### src/rtl/hashcheck_pkg.sv
// Shared constants and the state encoding for the hashchecker request-side initiator.
package hashcheck_pkg;

   localparam int HASH_W         = 128;
   localparam int DEF_MAX_HASHES = 128;
   localparam int CNT_W          = 8;
   localparam int HIT_W          = 16;

   typedef enum logic [2:0] {
      IDLE   = 3'd0,
      LREQ   = 3'd1,
      LWAIT  = 3'd2,
      CREQ   = 3'd3,
      CWAIT  = 3'd4,
      REPORT = 3'd5,
      DRAIN  = 3'd6,
      ERROR  = 3'd7
   } state_e;

endpackage

### src/rtl/hashcheck_initiator_if.sv
// Bundles the loader, candidate, checker and result signals of the initiator.
// The master modport is the initiator itself; slave is its environment.
interface hashcheck_initiator_if #(
   parameter int TAG_W = 32
);
   import hashcheck_pkg::*;

   logic                load_valid;
   logic [HASH_W-1:0]   load_hash;
   logic                load_ready;
   logic                cand_valid;
   logic [HASH_W-1:0]   cand_hash;
   logic [TAG_W-1:0]    cand_tag;
   logic                cand_ready;
   logic                chk_newrdy;
   logic                chk_checkrdy;
   logic [HASH_W-1:0]   chk_hash;
   logic                chk_resultrdy;
   logic                chk_matchfound;
   logic                res_valid;
   logic                res_match;
   logic [TAG_W-1:0]    res_tag;
   logic [CNT_W-1:0]    loaded_count;
   logic [HIT_W-1:0]    hit_count;
   logic                err;
   logic                busy;

   modport master (
      input  load_valid, load_hash, cand_valid, cand_hash, cand_tag,
      input  chk_resultrdy, chk_matchfound,
      output load_ready, cand_ready, chk_newrdy, chk_checkrdy, chk_hash,
      output res_valid, res_match, res_tag, loaded_count, hit_count, err, busy
   );

   modport slave (
      output load_valid, load_hash, cand_valid, cand_hash, cand_tag,
      output chk_resultrdy, chk_matchfound,
      input  load_ready, cand_ready, chk_newrdy, chk_checkrdy, chk_hash,
      input  res_valid, res_match, res_tag, loaded_count, hit_count, err, busy
   );

endinterface

### src/rtl/hashcheck_wait_timer.sv
// Clear/enable cycle counter that flags expiry once it reaches TIMEOUT and then holds there.
module hashcheck_wait_timer #(
   parameter int TIMEOUT = 31
) (
   input  logic clk,
   input  logic rst,
   input  logic i_clr,
   input  logic i_en,
   output logic o_expired
);

   localparam int             W     = $clog2(TIMEOUT + 1);
   localparam logic [W-1:0]   LIMIT = W'(TIMEOUT);

   logic [W-1:0] r_count;

   // Wait-cycle counter; clear wins over count, saturates at LIMIT.
   always_ff @(posedge clk) begin
      if (rst) begin
         r_count <= {W{1'b0}};
      end else if (i_clr) begin
         r_count <= {W{1'b0}};
      end else if (i_en && (r_count != LIMIT)) begin
         r_count <= r_count + W'(1);
      end else begin
         r_count <= r_count;
      end
   end

   assign o_expired = (r_count == LIMIT);

endmodule

### src/rtl/hashcheck_initiator.sv
// Request-side initiator for the hashchecker: loads targets, queries candidates,
// reports one tagged result per candidate and traps checker stalls in ERROR.
module hashcheck_initiator
   import hashcheck_pkg::*;
#(
   parameter int MAX_HASHES = DEF_MAX_HASHES,
   parameter int TAG_W      = 32,
   parameter int TIMEOUT    = 31
) (
   input  logic                   clk,
   input  logic                   rst,
   hashcheck_initiator_if.master  bus
);

   localparam logic [CNT_W-1:0] MAX_LIMIT = CNT_W'(MAX_HASHES);

   state_e              r_state;
   state_e              w_next_state;
   logic [HASH_W-1:0]   r_chk_hash;
   logic                r_res_valid;
   logic                r_res_match;
   logic [TAG_W-1:0]    r_res_tag;
   logic [CNT_W-1:0]    r_loaded_count;
   logic [HIT_W-1:0]    r_hit_count;
   logic                r_zero_loaded;

   logic w_load_ready;
   logic w_cand_ready;
   logic w_load_acc;
   logic w_cand_acc;
   logic w_mask;
   logic w_expired;
   logic w_timer_en;
   logic w_state_change;

   assign w_load_ready = !rst && (r_state == IDLE) && (r_loaded_count < MAX_LIMIT);
   assign w_cand_ready = !rst && (r_state == IDLE) && !bus.load_valid;
   assign w_load_acc   = bus.load_valid && w_load_ready;
   assign w_cand_acc   = bus.cand_valid && w_cand_ready;

   // Empty checker slots read back as 0, so a zero candidate only counts if 0 was really loaded.
   assign w_mask = (r_chk_hash == {HASH_W{1'b0}}) && !r_zero_loaded && (r_loaded_count < MAX_LIMIT);

   assign w_timer_en     = (r_state == LWAIT) || (r_state == CWAIT) || (r_state == DRAIN);
   assign w_state_change = (w_next_state != r_state);

   hashcheck_wait_timer #(
      .TIMEOUT (TIMEOUT)
   ) u_timer (
      .clk       (clk),
      .rst       (rst),
      .i_clr     (w_state_change),
      .i_en      (w_timer_en),
      .o_expired (w_expired)
   );

   // Next-state decode; an acknowledge always wins over a same-cycle timeout.
   always_comb begin
      w_next_state = r_state;
      case (r_state)
         IDLE: begin
            if (w_load_acc) begin
               w_next_state = LREQ;
            end else if (w_cand_acc && (r_loaded_count != {CNT_W{1'b0}})) begin
               w_next_state = CREQ;
            end else begin
               w_next_state = IDLE;
            end
         end
         LREQ:   w_next_state = LWAIT;
         LWAIT: begin
            if (bus.chk_resultrdy) begin
               w_next_state = DRAIN;
            end else if (w_expired) begin
               w_next_state = ERROR;
            end else begin
               w_next_state = LWAIT;
            end
         end
         CREQ:   w_next_state = CWAIT;
         CWAIT: begin
            if (bus.chk_resultrdy) begin
               w_next_state = REPORT;
            end else if (w_expired) begin
               w_next_state = ERROR;
            end else begin
               w_next_state = CWAIT;
            end
         end
         REPORT: w_next_state = DRAIN;
         DRAIN: begin
            if (!bus.chk_resultrdy) begin
               w_next_state = IDLE;
            end else if (w_expired) begin
               w_next_state = ERROR;
            end else begin
               w_next_state = DRAIN;
            end
         end
         ERROR:  w_next_state = ERROR;
         default: w_next_state = IDLE;
      endcase
   end

   // State register.
   always_ff @(posedge clk) begin
      if (rst) begin
         r_state <= IDLE;
      end else begin
         r_state <= w_next_state;
      end
   end

   // Checker hash, result pulse and counters.
   always_ff @(posedge clk) begin
      if (rst) begin
         r_chk_hash     <= {HASH_W{1'b0}};
         r_res_valid    <= 1'b0;
         r_res_match    <= 1'b0;
         r_res_tag      <= {TAG_W{1'b0}};
         r_loaded_count <= {CNT_W{1'b0}};
         r_hit_count    <= {HIT_W{1'b0}};
         r_zero_loaded  <= 1'b0;
      end else begin
         r_res_valid <= 1'b0;
         if (w_load_acc) begin
            r_chk_hash <= bus.load_hash;
            if (bus.load_hash == {HASH_W{1'b0}}) begin
               r_zero_loaded <= 1'b1;
            end
         end else if (w_cand_acc) begin
            r_res_tag <= bus.cand_tag;
            if (r_loaded_count == {CNT_W{1'b0}}) begin
               r_res_valid <= 1'b1;
               r_res_match <= 1'b0;
            end else begin
               r_chk_hash <= bus.cand_hash;
            end
         end
         if ((r_state == LWAIT) && bus.chk_resultrdy) begin
            r_loaded_count <= r_loaded_count + CNT_W'(1);
         end
         // Result is registered on entry to REPORT so the pulse lines up with that state.
         if ((r_state == CWAIT) && bus.chk_resultrdy) begin
            r_res_valid <= 1'b1;
            r_res_match <= bus.chk_matchfound && !w_mask;
         end
         if ((r_state == REPORT) && r_res_match && (r_hit_count != {HIT_W{1'b1}})) begin
            r_hit_count <= r_hit_count + HIT_W'(1);
         end
      end
   end

   assign bus.load_ready   = w_load_ready;
   assign bus.cand_ready   = w_cand_ready;
   assign bus.chk_newrdy   = (r_state == LREQ);
   assign bus.chk_checkrdy = (r_state == CREQ);
   assign bus.chk_hash     = r_chk_hash;
   assign bus.res_valid    = r_res_valid;
   assign bus.res_match    = r_res_match;
   assign bus.res_tag      = r_res_tag;
   assign bus.loaded_count = r_loaded_count;
   assign bus.hit_count    = r_hit_count;
   assign bus.err          = (r_state == ERROR);
   assign bus.busy         = (r_state != IDLE);

endmodule

### src/flat_wrapper.sv
// flat-port wrapper written by rule: the top's interface ports become plain ports
module hashcheck_initiator_flat import hashcheck_pkg::*;
#(
   parameter int MAX_HASHES = DEF_MAX_HASHES,
   parameter int TAG_W      = 32,
   parameter int TIMEOUT    = 31
)
  (clk, rst, bus_load_valid, bus_load_hash, bus_cand_valid, bus_cand_hash, bus_cand_tag, bus_chk_resultrdy, bus_chk_matchfound, bus_load_ready, bus_cand_ready, bus_chk_newrdy, bus_chk_checkrdy, bus_chk_hash, bus_res_valid, bus_res_match, bus_res_tag, bus_loaded_count, bus_hit_count, bus_err, bus_busy);
  hashcheck_initiator_if #(.TAG_W(TAG_W)) bus_i ();
  input  logic clk;
  input  logic rst;
  input wire logic [$bits(bus_i.load_valid)-1:0] bus_load_valid;
  input wire logic [$bits(bus_i.load_hash)-1:0] bus_load_hash;
  input wire logic [$bits(bus_i.cand_valid)-1:0] bus_cand_valid;
  input wire logic [$bits(bus_i.cand_hash)-1:0] bus_cand_hash;
  input wire logic [$bits(bus_i.cand_tag)-1:0] bus_cand_tag;
  input wire logic [$bits(bus_i.chk_resultrdy)-1:0] bus_chk_resultrdy;
  input wire logic [$bits(bus_i.chk_matchfound)-1:0] bus_chk_matchfound;
  output wire logic [$bits(bus_i.load_ready)-1:0] bus_load_ready;
  output wire logic [$bits(bus_i.cand_ready)-1:0] bus_cand_ready;
  output wire logic [$bits(bus_i.chk_newrdy)-1:0] bus_chk_newrdy;
  output wire logic [$bits(bus_i.chk_checkrdy)-1:0] bus_chk_checkrdy;
  output wire logic [$bits(bus_i.chk_hash)-1:0] bus_chk_hash;
  output wire logic [$bits(bus_i.res_valid)-1:0] bus_res_valid;
  output wire logic [$bits(bus_i.res_match)-1:0] bus_res_match;
  output wire logic [$bits(bus_i.res_tag)-1:0] bus_res_tag;
  output wire logic [$bits(bus_i.loaded_count)-1:0] bus_loaded_count;
  output wire logic [$bits(bus_i.hit_count)-1:0] bus_hit_count;
  output wire logic [$bits(bus_i.err)-1:0] bus_err;
  output wire logic [$bits(bus_i.busy)-1:0] bus_busy;
  assign bus_i.load_valid = bus_load_valid;
  assign bus_i.load_hash = bus_load_hash;
  assign bus_i.cand_valid = bus_cand_valid;
  assign bus_i.cand_hash = bus_cand_hash;
  assign bus_i.cand_tag = bus_cand_tag;
  assign bus_i.chk_resultrdy = bus_chk_resultrdy;
  assign bus_i.chk_matchfound = bus_chk_matchfound;
  assign bus_load_ready = bus_i.load_ready;
  assign bus_cand_ready = bus_i.cand_ready;
  assign bus_chk_newrdy = bus_i.chk_newrdy;
  assign bus_chk_checkrdy = bus_i.chk_checkrdy;
  assign bus_chk_hash = bus_i.chk_hash;
  assign bus_res_valid = bus_i.res_valid;
  assign bus_res_match = bus_i.res_match;
  assign bus_res_tag = bus_i.res_tag;
  assign bus_loaded_count = bus_i.loaded_count;
  assign bus_hit_count = bus_i.hit_count;
  assign bus_err = bus_i.err;
  assign bus_busy = bus_i.busy;
  hashcheck_initiator #(.MAX_HASHES(MAX_HASHES), .TAG_W(TAG_W), .TIMEOUT(TIMEOUT)) u_core (.clk(clk), .rst(rst), .bus(bus_i));
endmodule
### config.mk
export PLATFORM = sky130hd
export DESIGN_NAME = hashcheck_initiator_flat
export DESIGN_NICKNAME = d
export VERILOG_FILES = /design/src/rtl/hashcheck_pkg.sv /design/src/rtl/hashcheck_initiator_if.sv /design/src/rtl/hashcheck_wait_timer.sv /design/src/rtl/hashcheck_initiator.sv /design/src/flat_wrapper.sv
export SDC_FILE = /design/constraint.sdc
export NUM_CORES = 1
export LEC_CHECK = 0
export CAP_MARGIN = 10
export CORE_AREA = 2 2 190 192
export CTS_CLUSTER_DIAMETER = 100
export DETAILED_ROUTE_END_ITERATION = 6
export DIE_AREA = 0 0 192 194
export HOLD_SLACK_MARGIN = 0.05
export PLACE_DENSITY = 0.57
export RECOVER_POWER = 50
export SLEW_MARGIN = 20
export SYNTH_ARGS = -nofsm -noshare
export SYNTH_HDL_FRONTEND = slang
export SYNTH_HIERARCHICAL = 1
export SYNTH_SLANG_ARGS = --single-unit
### constraint.sdc
create_clock -name clk -period 3.2 [get_ports clk]
set_input_delay 0.8 -clock clk [delete_from_list [all_inputs] [get_ports clk]]
set_output_delay 0.8 -clock clk [all_outputs]
set_load 0.005 [all_outputs]
==> report_table.html, run 1 <==
<table>
<tr><th>Metric</th><th>Value</th></tr>
<tr><th colspan="2">GRT</th></tr>
<tr><td>GRT Total Usage</td><td>21.3%</td></tr>
<tr><td>Antenna violations before repair</td><td>3</td></tr>
<tr><td>Global-route wire length before repair</td><td>59000 um</td></tr>
<tr><td>Number of global-route vias before repair</td><td>9428</td></tr>
<tr><td>Total gr overflow</td><td>0</td></tr>
<tr><td>Pin count of the biggest net entering global routing</td><td>130</td></tr>
<tr><th colspan="2">Power</th></tr>
<tr><td>Total internal power</td><td>0.00525 W</td></tr>
<tr><td>Seq pwr share</td><td>38.4%</td></tr>
<tr><td>Final total power</td><td>0.00787 W</td></tr>
<tr><td>P per Cell Area</td><td>548 nW/um2</td></tr>
<tr><td>Switching component of the power</td><td>0.00262 W</td></tr>
<tr><td>Proportion of power drawn by combinational gates</td><td>31.9%</td></tr>
<tr><td>Leak pwr</td><td>5.20 nW</td></tr>
<tr><td>Net switching share of the total power</td><td>33.3%</td></tr>
<tr><td>Part of the power in the clock network</td><td>29.6%</td></tr>
<tr><td>Max rail drop VDD</td><td>306 uV</td></tr>
<tr><th colspan="2">Logic synthesis</th></tr>
<tr><td>Net count after synthesis</td><td>1318</td></tr>
<tr><td>Warning count from the yosys run</td><td>6</td></tr>
<tr><td>Post-synth EDFFs</td><td>0</td></tr>
<tr><td>Number of register bits inferred by synthesis</td><td>195</td></tr>
<tr><td>Post-Syn Instances</td><td>1019</td></tr>
<tr><td>Synthesized cell area</td><td>8460 um2</td></tr>
<tr><td>Mean Syn Cell Area</td><td>8.30 um2</td></tr>
<tr><td>Seq/Total Area, Yosys</td><td>46.1%</td></tr>
<tr><td>Share of synthesized flip-flops with an asynchronous set or reset</td><td>0%</td></tr>
<tr><td>Number of different library cells in the post-synthesis netlist</td><td>51</td></tr>
<tr><td>Prevailing post-synth register cell</td><td>sky130_fd_sc_hd__dfxtp_1</td></tr>
<tr><th colspan="2">Cells and area</th></tr>
<tr><td>Fill count</td><td>3606</td></tr>
<tr><td>Final net count</td><td>1764</td></tr>
<tr><td>Final Cell Area</td><td>14300 um2</td></tr>
<tr><td>Growth of design area from synthesis to finish</td><td>69.6%</td></tr>
<tr><td>Ratio of cells with drive above 1 in the final layout</td><td>4.33%</td></tr>
<tr><th colspan="2">Timing</th></tr>
<tr><td>Relative slew slack</td><td>-4.85%</td></tr>
<tr><td>Min Clock Period, post-route</td><td>3.01 ns</td></tr>
<tr><td>Total negative setup slack</td><td>0 ns</td></tr>
<tr><td>Number of failing hold endpoints at the final stage</td><td>0</td></tr>
<tr><td>Peak Freq</td><td>332 MHz</td></tr>
<tr><td>Skew final</td><td>0.0150 ns</td></tr>
<tr><td>Count of final setup violators</td><td>0</td></tr>
<tr><td>Total count of max-transition violations in the final report</td><td>34</td></tr>
<tr><td>RSZ-0062 raised after global routing</td><td>false</td></tr>
<tr><td>Final worst path period share</td><td>94.1%</td></tr>
<tr><td>Worst slew pin tran</td><td>1.57 ns</td></tr>
<tr><th colspan="2">Die</th></tr>
<tr><td>Initial core utilization</td><td>24.0%</td></tr>
<tr><td>Placement row count</td><td>69</td></tr>
<tr><td>Ports placed on the boundary</td><td>486</td></tr>
<tr><td>Die height</td><td>194 um</td></tr>
<tr><td>Core ar.</td><td>35200 um2</td></tr>
<tr><td>Die Wd</td><td>192 um</td></tr>
<tr><td>Area of the die</td><td>37200 um2</td></tr>
<tr><th colspan="2">Outcome</th></tr>
<tr><td>Result of the run</td><td>complete, but fails checks</td></tr>
<tr><td>Violated checks</td><td>capacitance limit, slew limit</td></tr>
<tr><th colspan="2">CTS</th></tr>
<tr><td>Clock Tree Root</td><td>sky130_fd_sc_hd__clkbuf_16</td></tr>
<tr><td>Later-pin clock latency in the skew report</td><td>0.45 ns</td></tr>
<tr><td>CTS buffer count</td><td>17</td></tr>
<tr><td>Number of H-tree branching levels</td><td>4</td></tr>
<tr><td>Clock tree from TritonCTS</td><td>yes</td></tr>
<tr><td>Total clock sinks</td><td>195</td></tr>
<tr><td>Post-CTS setup-driven buffer insertion count</td><td>0</td></tr>
<tr><td>Resize count post-CTS</td><td>1</td></tr>
<tr><td>Number of buffers inserted for hold repair after clock tree synthesis</td><td>0</td></tr>
<tr><td>Clock Path Buffers</td><td>2</td></tr>
<tr><td>Clock transition at the register clock pins on the worst setup and hold paths after CTS</td><td>0.08 ns</td></tr>
<tr><th colspan="2">Routing</th></tr>
<tr><td>Wire length reported by the detailed router</td><td>41400 um</td></tr>
<tr><td>Number of nets still failing antenna checks after routing</td><td>0</td></tr>
<tr><td>Post-DR vias/cell</td><td>4.99</td></tr>
<tr><td>Via count</td><td>9679</td></tr>
<tr><td>WL per Instance</td><td>21.3 um</td></tr>
<tr><td>Number of optimization iterations in the first detailed-route pass</td><td>5</td></tr>
<tr><td>Number of design-rule violations left by the first detailed-router iteration</td><td>625</td></tr>
<tr><td>DR DRC count</td><td>0</td></tr>
<tr><th colspan="2">Worst setup path</th></tr>
<tr><td>Reg2reg setup slack</td><td>0.38 ns</td></tr>
<tr><td>Element type at the critical path end</td><td>flip-flop</td></tr>
<tr><td>Nature of the critical path startpoint</td><td>primary input</td></tr>
<tr><td>Setup CP Type</td><td>primary input to flip-flop</td></tr>
<tr><td>Max Fanout on Critical Path</td><td>33</td></tr>
<tr><td>Signal arrival time at the worst endpoint</td><td>3.37 ns</td></tr>
<tr><td>WP data required</td><td>3.56 ns</td></tr>
<tr><th colspan="2">Job</th></tr>
<tr><td>Maxcap violations</td><td>1</td></tr>
<tr><th colspan="2">Place</th></tr>
<tr><td>Placer congestion estimate</td><td>0.855</td></tr>
<tr><td>IO buf count</td><td>485</td></tr>
<tr><td>Area after detailed placement</td><td>13700 um2</td></tr>
<tr><td>Estimated wirelength of the detail-placed design</td><td>32000 um</td></tr>
<tr><th colspan="2">Min path</th></tr>
<tr><td>Worst hold path class</td><td>flip-flop to flip-flop</td></tr>
</table>
cells by family (layout without fill, tap and decap cells):
group	count (synthesis)	count (layout)	synth area share [%]
buffers and inverters	86	545	5.43
DFF	195	195	46.1
and+or+nand+nor	385	385	21.5
other	0	2	0
adders and majority gates	5	5	0.740
AOI/OAI and AO/OA	327	327	24.0
xor gates and xnor gates	18	18	1.86
muxes	3	3	0.370
sequential cells by signal (all words and copies together) (netlist names):
register / cells
u_core/bus.loaded_count: 8
u_core/r_state: 3
u_core/bus.res_tag: 32
u_core/bus.hit_count: 16
u_core/bus.res_match: 1
u_core/bus.res_valid: 1
u_core/bus.chk_hash: 128
u_core/r_zero_loaded: 1
u_core/u_timer/r_count: 5
layer usage:
layer  vias up  track usage [%]  wire length, um
met4         0             4.75              731
met1      4577             25.2            16300
met5         -                0                0
met2       435             37.5            20800
met3        39             6.52             3610
li1       4628                -                -
path summary, 6_finish.rpt:
check                                           start                     to  cells after the start
worst max-delay path                   bus_load_valid  u_core/bus.res_tag[0]                      6
worst min-delay path            u_core/bus.res_tag[1]  u_core/bus.res_tag[1]                      2
worst min register to register  u_core/bus.res_tag[1]  u_core/bus.res_tag[1]                      2
worst max register to register      u_core/r_state[2]  u_core/bus.res_tag[0]                      5
final cells by class:
| class | count | area [um2] | share of cell area, % |
|---|---|---|---|
| repair buffers | 505 | 5090 | 35.4 |
| diodes | 2 | 5.00 | 0.0349 |
| clock inverters | 15 | 195 | 1.36 |
| flip-flops and latches | 195 | 3900 | 27.2 |
| clock buffers | 17 | 425 | 2.96 |
| inverters | 8 | 30.0 | 0.209 |
| multi-input cells | 738 | 4130 | 28.8 |
| well taps | 461 | 577 | 4.02 |
worst max-delay path: stages:
cell and delay (ns):
sky130_fd_sc_hd__dlygate4sd3_1 0.63, sky130_fd_sc_hd__nand2b_1 0.21, sky130_fd_sc_hd__nor3_2 0.15, sky130_fd_sc_hd__clkbuf_1 1.16, sky130_fd_sc_hd__nand2_1 0.22, sky130_fd_sc_hd__a21oi_1 0.19
layout by cell type, fill, tap and decap left out, types with 3 or more instances in the layout:
| cell | count |
|---|---|
| sky130_fd_sc_hd__o21ai_0 | 8 |
| sky130_fd_sc_hd__nand4_1 | 19 |
| sky130_fd_sc_hd__dlygate4sd3_1 | 145 |
| sky130_fd_sc_hd__a211oi_1 | 4 |
| sky130_fd_sc_hd__dfxtp_1 | 195 |
| sky130_fd_sc_hd__clkinv_4 | 3 |
| sky130_fd_sc_hd__xor2_1 | 10 |
| sky130_fd_sc_hd__bufinv_16 | 3 |
| sky130_fd_sc_hd__buf_12 | 7 |
| sky130_fd_sc_hd__clkbuf_16 | 17 |
| sky130_fd_sc_hd__nand2_1 | 210 |
| sky130_fd_sc_hd__ha_1 | 5 |
| sky130_fd_sc_hd__nor3_1 | 13 |
| sky130_fd_sc_hd__clkinvlp_4 | 4 |
| sky130_fd_sc_hd__nor2_1 | 36 |
| sky130_fd_sc_hd__and4_1 | 3 |
| sky130_fd_sc_hd__clkdlybuf4s50_1 | 339 |
| sky130_fd_sc_hd__nor4_1 | 67 |
| sky130_fd_sc_hd__nand3_1 | 9 |
| sky130_fd_sc_hd__buf_4 | 11 |
| sky130_fd_sc_hd__xnor2_1 | 8 |
| sky130_fd_sc_hd__a22oi_1 | 128 |
| sky130_fd_sc_hd__or3_1 | 5 |
| sky130_fd_sc_hd__inv_1 | 8 |
| sky130_fd_sc_hd__nand2b_1 | 3 |
| sky130_fd_sc_hd__inv_6 | 3 |
| sky130_fd_sc_hd__and3_1 | 3 |
| sky130_fd_sc_hd__a21oi_1 | 172 |
cell usage after synthesis (all sizes together), types with 3 or more instances:
cell type	count	share of area, %
nand2	210	9.3
dfxtp	195	46
a21oi	172	10
a22oi	128	11
nor4	68	5.2
buf	41	3.4
clkbuf	37	1.6
nor2	37	1.7
nand4	19	1.4
nor3	15	0.95
xor2	10	1.0
nand3	9	0.53
inv	8	0.35
o21ai	8	0.47
xnor2	8	0.83
or3	6	0.44
ha	5	0.74
a211oi	4	0.35
nand2b	4	0.38
and3	3	0.22
and4	3	0.31
power groups by stage:
| stage | combinational (W) | clock (W) | sequential, W |
|---|---|---|---|
| after floorplan | 0.00109 | 0 | 0.00302 |
| after global placement | 0.00258 | 0 | 0.00309 |
| after detailed placement | 0.00259 | 0 | 0.00309 |
| after CTS | 0.00261 | 0.00239 | 0.00304 |
| after global routing | 0.00272 | 0.00250 | 0.00307 |
| final | 0.00251 | 0.00233 | 0.00302 |
per-stage QoR:
stage	util, %	worst slack, ns	hold slack [ns]	std cells
after floorplan	-	0.863	0.439	1019
after global placement	38.9	0.0257	0.442	1907
after detailed placement	38.9	0.0220	0.446	1907
after CTS	40.7	0.0539	0.457	1939
after global routing	40.7	0.0951	0.467	1940
final	40.7	0.189	0.451	1941
No activity file was read; power rests on OpenSTA's default activity.
==> run 2: changes to the inputs <==
Settings changed: SKIP_CTS_REPAIR_TIMING from default to 1, SKIP_LAST_GASP from default to 1.
==> results of run 2 <==
The final DEF is identical to that of run 1; final timing and power are the same.
